==> src/rtl/seq_detector_mealy_if.sv <==
`default_nettype none
// ============================================================================
//  Module      : seq_detector_mealy_if
//  Description : Serial stream / detector status bundle for seq_detector_mealy.
//                The master drives the serial stream and enable. The slave
//                (the detector) returns the match pulse, hit count and busy.
//  Revision    : 1.0 - initial release
// ============================================================================
interface seq_detector_mealy_if #(
    parameter int COUNT_W = 8
);
    logic               en;
    logic               din_valid;
    logic               din;
    logic               dout;
    logic [COUNT_W-1:0] match_count;
    logic               busy;

    modport master (
        output en, din_valid, din,
        input  dout, match_count, busy
    );

    modport slave (
        input  en, din_valid, din,
        output dout, match_count, busy
    );
endinterface
`default_nettype wire

==> src/rtl/seq_detector_mealy.sv <==
`default_nettype none
// ============================================================================
//  Module      : seq_detector_mealy
//  Description : Parametrised serial sequence detector (Mealy FSM, IDLE/RUN).
//                Flags each completed PATTERN on the cycle its last bit
//                arrives, with overlapping or restarting detection and a
//                saturating hit counter.
//                Optional macro SEQ_DET_REG_OUT_EN: registers dout, so each
//                pulse appears one cycle after the final bit.
//  Revision    : 1.0 - initial release
// ============================================================================
module seq_detector_mealy #(
    parameter int                     PATTERN_LEN = 4,
    parameter logic [PATTERN_LEN-1:0] PATTERN     = 4'b1011,
    parameter int                     OVERLAP     = 1,
    parameter int                     COUNT_W     = 8
) (
    input  wire                   clk,
    input  wire                   rst,
    seq_detector_mealy_if.slave   bus
);

    // cnt must hold 0 .. PATTERN_LEN-1
    localparam int                 c_CNT_W   = $clog2(PATTERN_LEN);
    localparam logic [c_CNT_W-1:0] c_CNT_MAX = c_CNT_W'(PATTERN_LEN - 1);
    localparam logic [COUNT_W-1:0] c_HIT_MAX = {COUNT_W{1'b1}};

    typedef enum logic [0:0] {
        IDLE = 1'b0,
        RUN  = 1'b1
    } state_t;

    state_t                   r_state;
    state_t                   w_state_next;
    logic [PATTERN_LEN-2:0]   r_hist;
    logic [c_CNT_W-1:0]       r_cnt;
    logic [COUNT_W-1:0]       r_match_count;
    logic                     w_accept;
    logic                     w_match;
    logic [PATTERN_LEN-1:0]   w_window;

    // The candidate window: stored history followed by the incoming bit.
    // Its low PATTERN_LEN-1 bits are also the next history, which covers
    // PATTERN_LEN=2 without a special case.
    assign w_window = {r_hist, bus.din};
    assign w_accept = (r_state == RUN) && bus.en && bus.din_valid;

    // State register
    always_ff @(posedge clk) begin
        if (rst) begin
            r_state <= IDLE;
        end else begin
            r_state <= w_state_next;
        end
    end

    // Next state and the Mealy match output; reset masks a completing window
    always_comb begin
        w_state_next = IDLE;
        w_match      = 1'b0;
        case (r_state)
            IDLE: begin
                w_state_next = bus.en ? RUN : IDLE;
            end
            RUN: begin
                w_state_next = bus.en ? RUN : IDLE;
                w_match      = !rst && w_accept && (r_cnt == c_CNT_MAX)
                               && (w_window == PATTERN);
            end
            default: begin
                w_state_next = IDLE;
                w_match      = 1'b0;
            end
        endcase
    end

    // History shift register and valid-bit count
    always_ff @(posedge clk) begin
        if (rst) begin
            r_hist <= '0;
            r_cnt  <= '0;
        end else if (r_state == RUN && !bus.en) begin
            r_cnt  <= '0;
        end else if (w_accept) begin
            r_hist <= w_window[PATTERN_LEN-2:0];
            if (w_match && (OVERLAP == 0)) begin
                r_cnt <= '0;
            end else if (r_cnt != c_CNT_MAX) begin
                r_cnt <= r_cnt + 1'b1;
            end
        end
    end

    // Saturating hit counter
    always_ff @(posedge clk) begin
        if (rst) begin
            r_match_count <= '0;
        end else if (w_match && (r_match_count != c_HIT_MAX)) begin
            r_match_count <= r_match_count + 1'b1;
        end
    end

`ifdef SEQ_DET_REG_OUT_EN
    logic r_dout;

    // Glitch-free registered match pulse, one cycle after the final bit
    always_ff @(posedge clk) begin
        if (rst) begin
            r_dout <= 1'b0;
        end else begin
            r_dout <= w_match;
        end
    end

    assign bus.dout = r_dout;
`else
    assign bus.dout = w_match;
`endif

    assign bus.match_count = r_match_count;
    assign bus.busy        = (r_state == RUN);

endmodule
`default_nettype wire

==> src/flat_wrapper.sv <==
// flat-port wrapper written by rule: the top's interface ports become plain ports
module seq_detector_mealy_flat 
#(
    parameter int                     PATTERN_LEN = 4,
    parameter logic [PATTERN_LEN-1:0] PATTERN     = 4'b1011,
    parameter int                     OVERLAP     = 1,
    parameter int                     COUNT_W     = 8
)
  (clk, rst, bus_en, bus_din_valid, bus_din, bus_dout, bus_match_count, bus_busy);
  seq_detector_mealy_if #(.COUNT_W(COUNT_W)) bus_i ();
  input  wire clk;
  input  wire rst;
  input wire logic [$bits(bus_i.en)-1:0] bus_en;
  input wire logic [$bits(bus_i.din_valid)-1:0] bus_din_valid;
  input wire logic [$bits(bus_i.din)-1:0] bus_din;
  output wire logic [$bits(bus_i.dout)-1:0] bus_dout;
  output wire logic [$bits(bus_i.match_count)-1:0] bus_match_count;
  output wire logic [$bits(bus_i.busy)-1:0] bus_busy;
  assign bus_i.en = bus_en;
  assign bus_i.din_valid = bus_din_valid;
  assign bus_i.din = bus_din;
  assign bus_dout = bus_i.dout;
  assign bus_match_count = bus_i.match_count;
  assign bus_busy = bus_i.busy;
  seq_detector_mealy #(.PATTERN_LEN(PATTERN_LEN), .PATTERN(PATTERN), .OVERLAP(OVERLAP), .COUNT_W(COUNT_W)) u_core (.clk(clk), .rst(rst), .bus(bus_i));
endmodule
==> config.mk <==
export PLATFORM = sky130hd
export DESIGN_NAME = seq_detector_mealy_flat
export DESIGN_NICKNAME = d
export VERILOG_FILES = /design/src/rtl/seq_detector_mealy_if.sv /design/src/rtl/seq_detector_mealy.sv /design/src/flat_wrapper.sv
export SDC_FILE = /design/constraint.sdc
export NUM_CORES = 1
export LEC_CHECK = 0
export CORE_MARGIN = 2
export CORE_UTILIZATION = 46
export DETAILED_ROUTE_END_ITERATION = 8
export GPL_TIMING_DRIVEN = 0
export PLACE_DENSITY = 0.73
export SYNTH_ARGS = -nofsm -noshare
export SYNTH_HDL_FRONTEND = slang
export SYNTH_SLANG_ARGS = --single-unit
==> constraint.sdc <==
create_clock -name clk -period 2.25 [get_ports clk]
set_input_delay 0.225 -clock clk [delete_from_list [all_inputs] [get_ports clk]]
set_output_delay 0.225 -clock clk [all_outputs]
set_load 0.01 [all_outputs]
# After elaboration in Yosys (flattened, before gate mapping)
# Cells that the tools add are included.
op_classes:
  reduce_logical: 12
  eq_ne: 4
  n_mux: 2
  bitwise: 1
  addsub: 2
op_table:
  columns: ["operator", "n"]
  rows:
  - ["$add A8 B1 Y8 const B", 1]
  - ["$ne A8 B8 Y1 const B", 1]
  - ["$logic_and A1 B1 Y1", 7]
  - ["$eq A4 B4 Y1 const B", 1]
  - ["$reduce_and A2 Y1", 2]
  - ["$add A2 B1 Y2 const B", 1]
  - ["$eq A2 B2 Y1 const B", 1]
  - ["$logic_not A1 Y1", 2]
  - ["$mux W1", 2]
  - ["$ne A2 B2 Y1 const B", 1]
  - ["$reduce_or A2 Y1", 1]
  - ["$not A1 Y1", 1]
word_totals:
  reg_bits: 14

# Longest topological paths before layout
logic_depth:
  ltp_word: 7
  depth_mapped: 7
  depth_no_buf: 6

# Worst setup path after synthesis
# No wires, ideal clock.
synth_timing:
  kind: "register -> register"
  startpoint: "register u_core.r_cnt[0]"
  endpoint: "register u_core.r_match_count[4], in the netlist u_core.bus.match_count[4]"
  required_time_ns: 2.179
  path_buffers: 1
  setup_time_ns: 0.071
  arrival_ns: 1.648
  path_stages_with_launch: 7
  path_slack_ns: 0.532
  path_cell_list: "dfxtp_1 ha_1 nand2b_1 or3_1 buf_2 or4_1 a21oi_1"
synth_via:
  elab_chain_len: 5
synth_lines:
  columns: ["element", "line_no", "rtl"]
  rows:
  - ["start, declared", "seq_detector_mealy.sv:36", "logic [c_CNT_W-1:0] r_cnt;"]
  - ["start signal, assigned", "seq_detector_mealy.sv:89", "r_cnt <= r_cnt + 1'b1;"]
  - ["$eq A2 B2 Y1", "seq_detector_mealy.sv:67", "w_match = !rst && w_accept && (r_cnt == c_CNT_MAX)"]
  - ["$logic_and A1 B1 Y1", "seq_detector_mealy.sv:67", null]
  - ["$logic_and A1 B1 Y1", "seq_detector_mealy.sv:68", "&& (w_window == PATTERN);"]
  - ["$mux W1", "seq_detector_mealy.sv:61", "case (r_state)"]
  - ["$logic_and A1 B1 Y1", "seq_detector_mealy.sv:98", "end else if (w_match && (r_match_count != c_HIT_MAX)) begin"]
  - ["end signal, assigned", "seq_detector_mealy.sv:99", "r_match_count <= r_match_count + 1'b1;"]
  - ["end, declared", "seq_detector_mealy.sv:37", "logic [COUNT_W-1:0] r_match_count;"]
# No other way between the ends.
# A chain may end at the register's enable or synchronous reset.

# Worst setup path in the final report
layout_timing:
  startpoint: "register u_core.r_cnt[0]"
  endpoint: "output bus_dout"
layout_via:
  elab_chain_len: 4
layout_lines:
  columns: ["element", "line_no", "rtl"]
  rows:
  - ["$eq A2 B2 Y1", "seq_detector_mealy.sv:67", null]
  - ["$logic_and A1 B1 Y1", "seq_detector_mealy.sv:67", null]
  - ["$logic_and A1 B1 Y1", "seq_detector_mealy.sv:68", null]
  - ["$mux W1", "seq_detector_mealy.sv:61", null]
  - ["end, declared", "flat_wrapper.sv:16", "output wire logic [$bits(bus_i.dout)-1:0] bus_dout;"]
# No other way between the ends.

==> results.sh <==
export IMPL_seq_power_share_pct=55.3
export IMPL_drive_above_1_share_pct=5.38
export IMPL_gp_congestion=0.725
export IMPL_hold_viol=0
export IMPL_antenna_found_initial=0
export IMPL_routed_wl_um=1320
export IMPL_tightest_slew_ns=0.461
export IMPL_rsz0062_at_grt="no"
export IMPL_yosys_register_bits=14
export IMPL_crit_path_start="u_core.r_cnt[0]$_SDFFE_PP0P_"
export IMPL_status="complete, no violations"
export IMPL_crit_path_end="bus_dout"
export IMPL_worstPathMaxFanout=8
export IMPL_overflow=0
export IMPL_power_internal_mw=0.360
export IMPL_syn_nets=82
export IMPL_switching_share_pct=20.9
export IMPL_io_buffers=14
export IMPL_path_cells="ha_1, nand2b_1, or3_1, buf_2, inv_1, dlygate4sd2_1"
export IMPL_synth_xor_area_share_pct=1.37
export IMPL_p_sw_mw=0.0948
export IMPL_max_freq_mhz=491
export IMPL_cp_arrival_ns=1.81
export IMPL_synthFlopType="dfxtp_1"
export IMPL_syn_instance_count=75
export IMPL_clockRootBuffer="clkbuf_4"
export IMPL_maxSlewHeadroom_pct=69.2
export IMPL_final_nets=101
export IMPL_synth_top_area_cell="dfxtp_1"
export IMPL_synth_simple_area_share_pct=25.8
export IMPL_yosys_top_cells_count="14 x dfxtp_1, 9 x a21oi_1, 7 x nor2_1, 7 x o21ai_0, 6 x or3_1"
export IMPL_slowest_stage="dfxtp_1"
export IMPL_clk_latency_ns=0.28
export IMPL_die_area_um2=1710
export IMPL_grt_pass1_wl_um=2050
export IMPL_path_buf_inv=3
export IMPL_layout_setup_ws_ns=0.215
export IMPL_dpl_worst_slack_ns=-0.0488
export IMPL_synth_mux_area_share_pct=4.69
export IMPL_drt_pass1_iterations=4
export IMPL_synth_cell_types=23
export IMPL_die_x_um=41.3
export IMPL_slew_viol_final=0
export IMPL_multi_input_area_um2=340
export IMPL_r2r_slack_ns=0.41
export IMPL_power_density_nw_per_um2=545
export IMPL_dpl_cell_count=104
export IMPL_drt_vias_per_instance=5.56
export IMPL_synth_most_common_cell="dfxtp_1"
export IMPL_cp_start_kind="register"
export IMPL_yosys_top_cells_area="dfxtp_1 44%, a21oi_1 7.0%, or3_1 5.9%, o21ai_0 5.5%, mux2i_1 4.7%"
export IMPL_min_period_ns=2.04
export IMPL_clock_sinks=14
export IMPL_critical_path_class="register to output pin"
export IMPL_track_usage_pct=18.6
export IMPL_fillCellCount=126
export IMPL_setup_viol=0
export IMPL_ir_drop_mv=0.326
export IMPL_synthToLayoutAreaGrowth_pct=30.3
export IMPL_cts_htree_levels=1
export IMPL_netlist_area_um2=641
export IMPL_ys_warn_count=0
export IMPL_synth_top_area_share_pct=43.7
export IMPL_pwr_share_comb_pct=4.7
export IMPL_grt_max_degree=11
export IMPL_cts_tree="built"
export IMPL_yosys_area_share_adder_pct=3.91
export IMPL_post_cts_buffers=0
export IMPL_skew_ns=0.00460
export IMPL_clk_path_buf_depth=2
export IMPL_required_ns=2.03
export IMPL_initial_core_util_pct=49.2
export IMPL_diodes=0
export IMPL_cts_buffers=3
export IMPL_p_leak_nw=0.301
export IMPL_synthArstFlopShare_pct=0
export IMPL_path_delay_family="buffers and inverters"
export IMPL_wl_per_cell_um=12.2
export IMPL_grt_pass1_vias=501
export IMPL_fin_cells=108
export IMPL_fp_dieH_um=41.3
export IMPL_first_iter_violations=9
export IMPL_seq_area_frac_synth_pct=43.7
export IMPL_slowest_delay_ns=0.36
export IMPL_reg2reg_depth=5
export IMPL_antenna_left=0
export IMPL_final_util_pct=64.1
export IMPL_drc=0
export IMPL_hold_path_class="register to register"
export IMPL_crit_cells=6
export IMPL_seq_area_um2=280
export IMPL_r2r_start="u_core.r_cnt[0]$_SDFFE_PP0P_"
export IMPL_fin_crit_sh_pct=90.5
export IMPL_power_frac_clock_pct=40.0
export IMPL_synth_top_family_by_area="simple AND/OR/NAND/NOR gates"
export IMPL_crit_path_end_kind="output pin"
export IMPL_core_area_um2=1300
export IMPL_synth_edff_count=0
export IMPL_num_vias=601
export IMPL_clk_pin_slew_ns=0.08
export IMPL_synth_compound_area_share_pct=17.4
export IMPL_cap_violations=0
export IMPL_num_rows=13
export IMPL_r2r_end="u_core.bus.match_count[7]$_SDFFE_PP0P_"
export IMPL_hpwl_um=944
export IMPL_io_pins=15
export IMPL_syn_area_per_cell_um2=8.54
==> cell type report <==
class,instances,area share [%]
Tap cell,15,2.25
Inverter,2,0.900
Timing Repair Buffer,14,16.6
Clock buffer,4,4.35
Buffer,3,1.50
Sequential cell,14,33.6
Multi-Input combinational cell,56,40.8
==> cells in the final DEF, fill, tap and decap left out, types with 2 or more instances in the layout <==
cell	n
dfxtp_1	14
nor2_1	7
nand3_1	5
or4_1	2
clkbuf_1	2
a21oi_1	9
or3_1	6
clkdlybuf4s50_1	13
inv_1	2
o21ai_0	7
o31ai_1	2
ha_1	2
and3_1	3
nand2_1	2
mux2i_1	3
clkbuf_4	3
==> logic make-up after synthesis <==
logic type      after synthesis
compound gates               20
xor+xnor                      1
fa+ha+maj                     2
buf+inv                       5
flops                        14
mux                           3
simple gates                 30
==> per-layer routing <==
layer  part of all wire [%]  GRT usage [%]  wire, µm  vias up
li1                       -              -         -      312
met1                     51           25.0       669      275
met2                     45           27.0       598       12
met3                    2.7           3.19        36        2
met4                    1.1           12.1        14        0
met5                      0              0         0        -
==> power by group through the flow <==
stage | sequential, mW | combinational, mW | clock, mW
after floorplan | 0.257 | 0.00863 | 0
after global placement | 0.257 | 0.0212 | 0
after detailed placement | 0.257 | 0.0215 | 0
after CTS | 0.251 | 0.0217 | 0.186
after global routing | 0.252 | 0.0234 | 0.195
final | 0.251 | 0.0215 | 0.182
==> through the flow <==
step	instance area (µm²)	hold WS (ns)	power (mW)	TNS, ns
after detailed placement	800	0.482	0.278	-0.0488
after floorplan	641	0.294	0.266	0
final	835	0.485	0.454	0
after CTS	835	0.498	0.459	0
after global routing	835	0.526	0.470	0
after global placement	800	0.466	0.278	-0.0306
==> worst min path at each step <==
stage | startpoint | to | slack, ns | depth (start not counted)
6_report | u_core.r_cnt[1]$_SDFFE_PP0P_ | u_core.r_cnt[1]$_SDFFE_PP0P_ | 0.48 | 2
3_5_place_dp | u_core.r_cnt[1]$_SDFFE_PP0P_ | u_core.r_cnt[1]$_SDFFE_PP0P_ | 0.48 | 2
5_1_grt | u_core.r_cnt[1]$_SDFFE_PP0P_ | u_core.r_cnt[1]$_SDFFE_PP0P_ | 0.53 | 2
2_1_floorplan | rst | u_core.bus.match_count[0]$_SDFFE_PP0P_ | 0.29 | 1
4_1_cts | u_core.r_cnt[1]$_SDFFE_PP0P_ | u_core.r_cnt[1]$_SDFFE_PP0P_ | 0.50 | 2
3_3_place_gp | u_core.r_cnt[1]$_SDFFE_PP0P_ | u_core.r_cnt[1]$_SDFFE_PP0P_ | 0.47 | 2
==> state kept, by name, summed over array words and instances (netlist names) <==
signal / flops
u_core.r_cnt: 2
u_core.r_hist: 3
u_core.bus.busy: 1
u_core.bus.match_count: 8
==> tightest hold or removal path: stages, from the launching register on <==
cell     delay, ns
dfxtp_1       0.32
o21ai_0       0.07
a21oi_1       0.06
==> what timing repair did <==
item,in CTS,in global routing
resized for setup,1,0
setup endpoints to repair,1,0
hold buffers,0,0
Power figures use the tool's default switching activity.
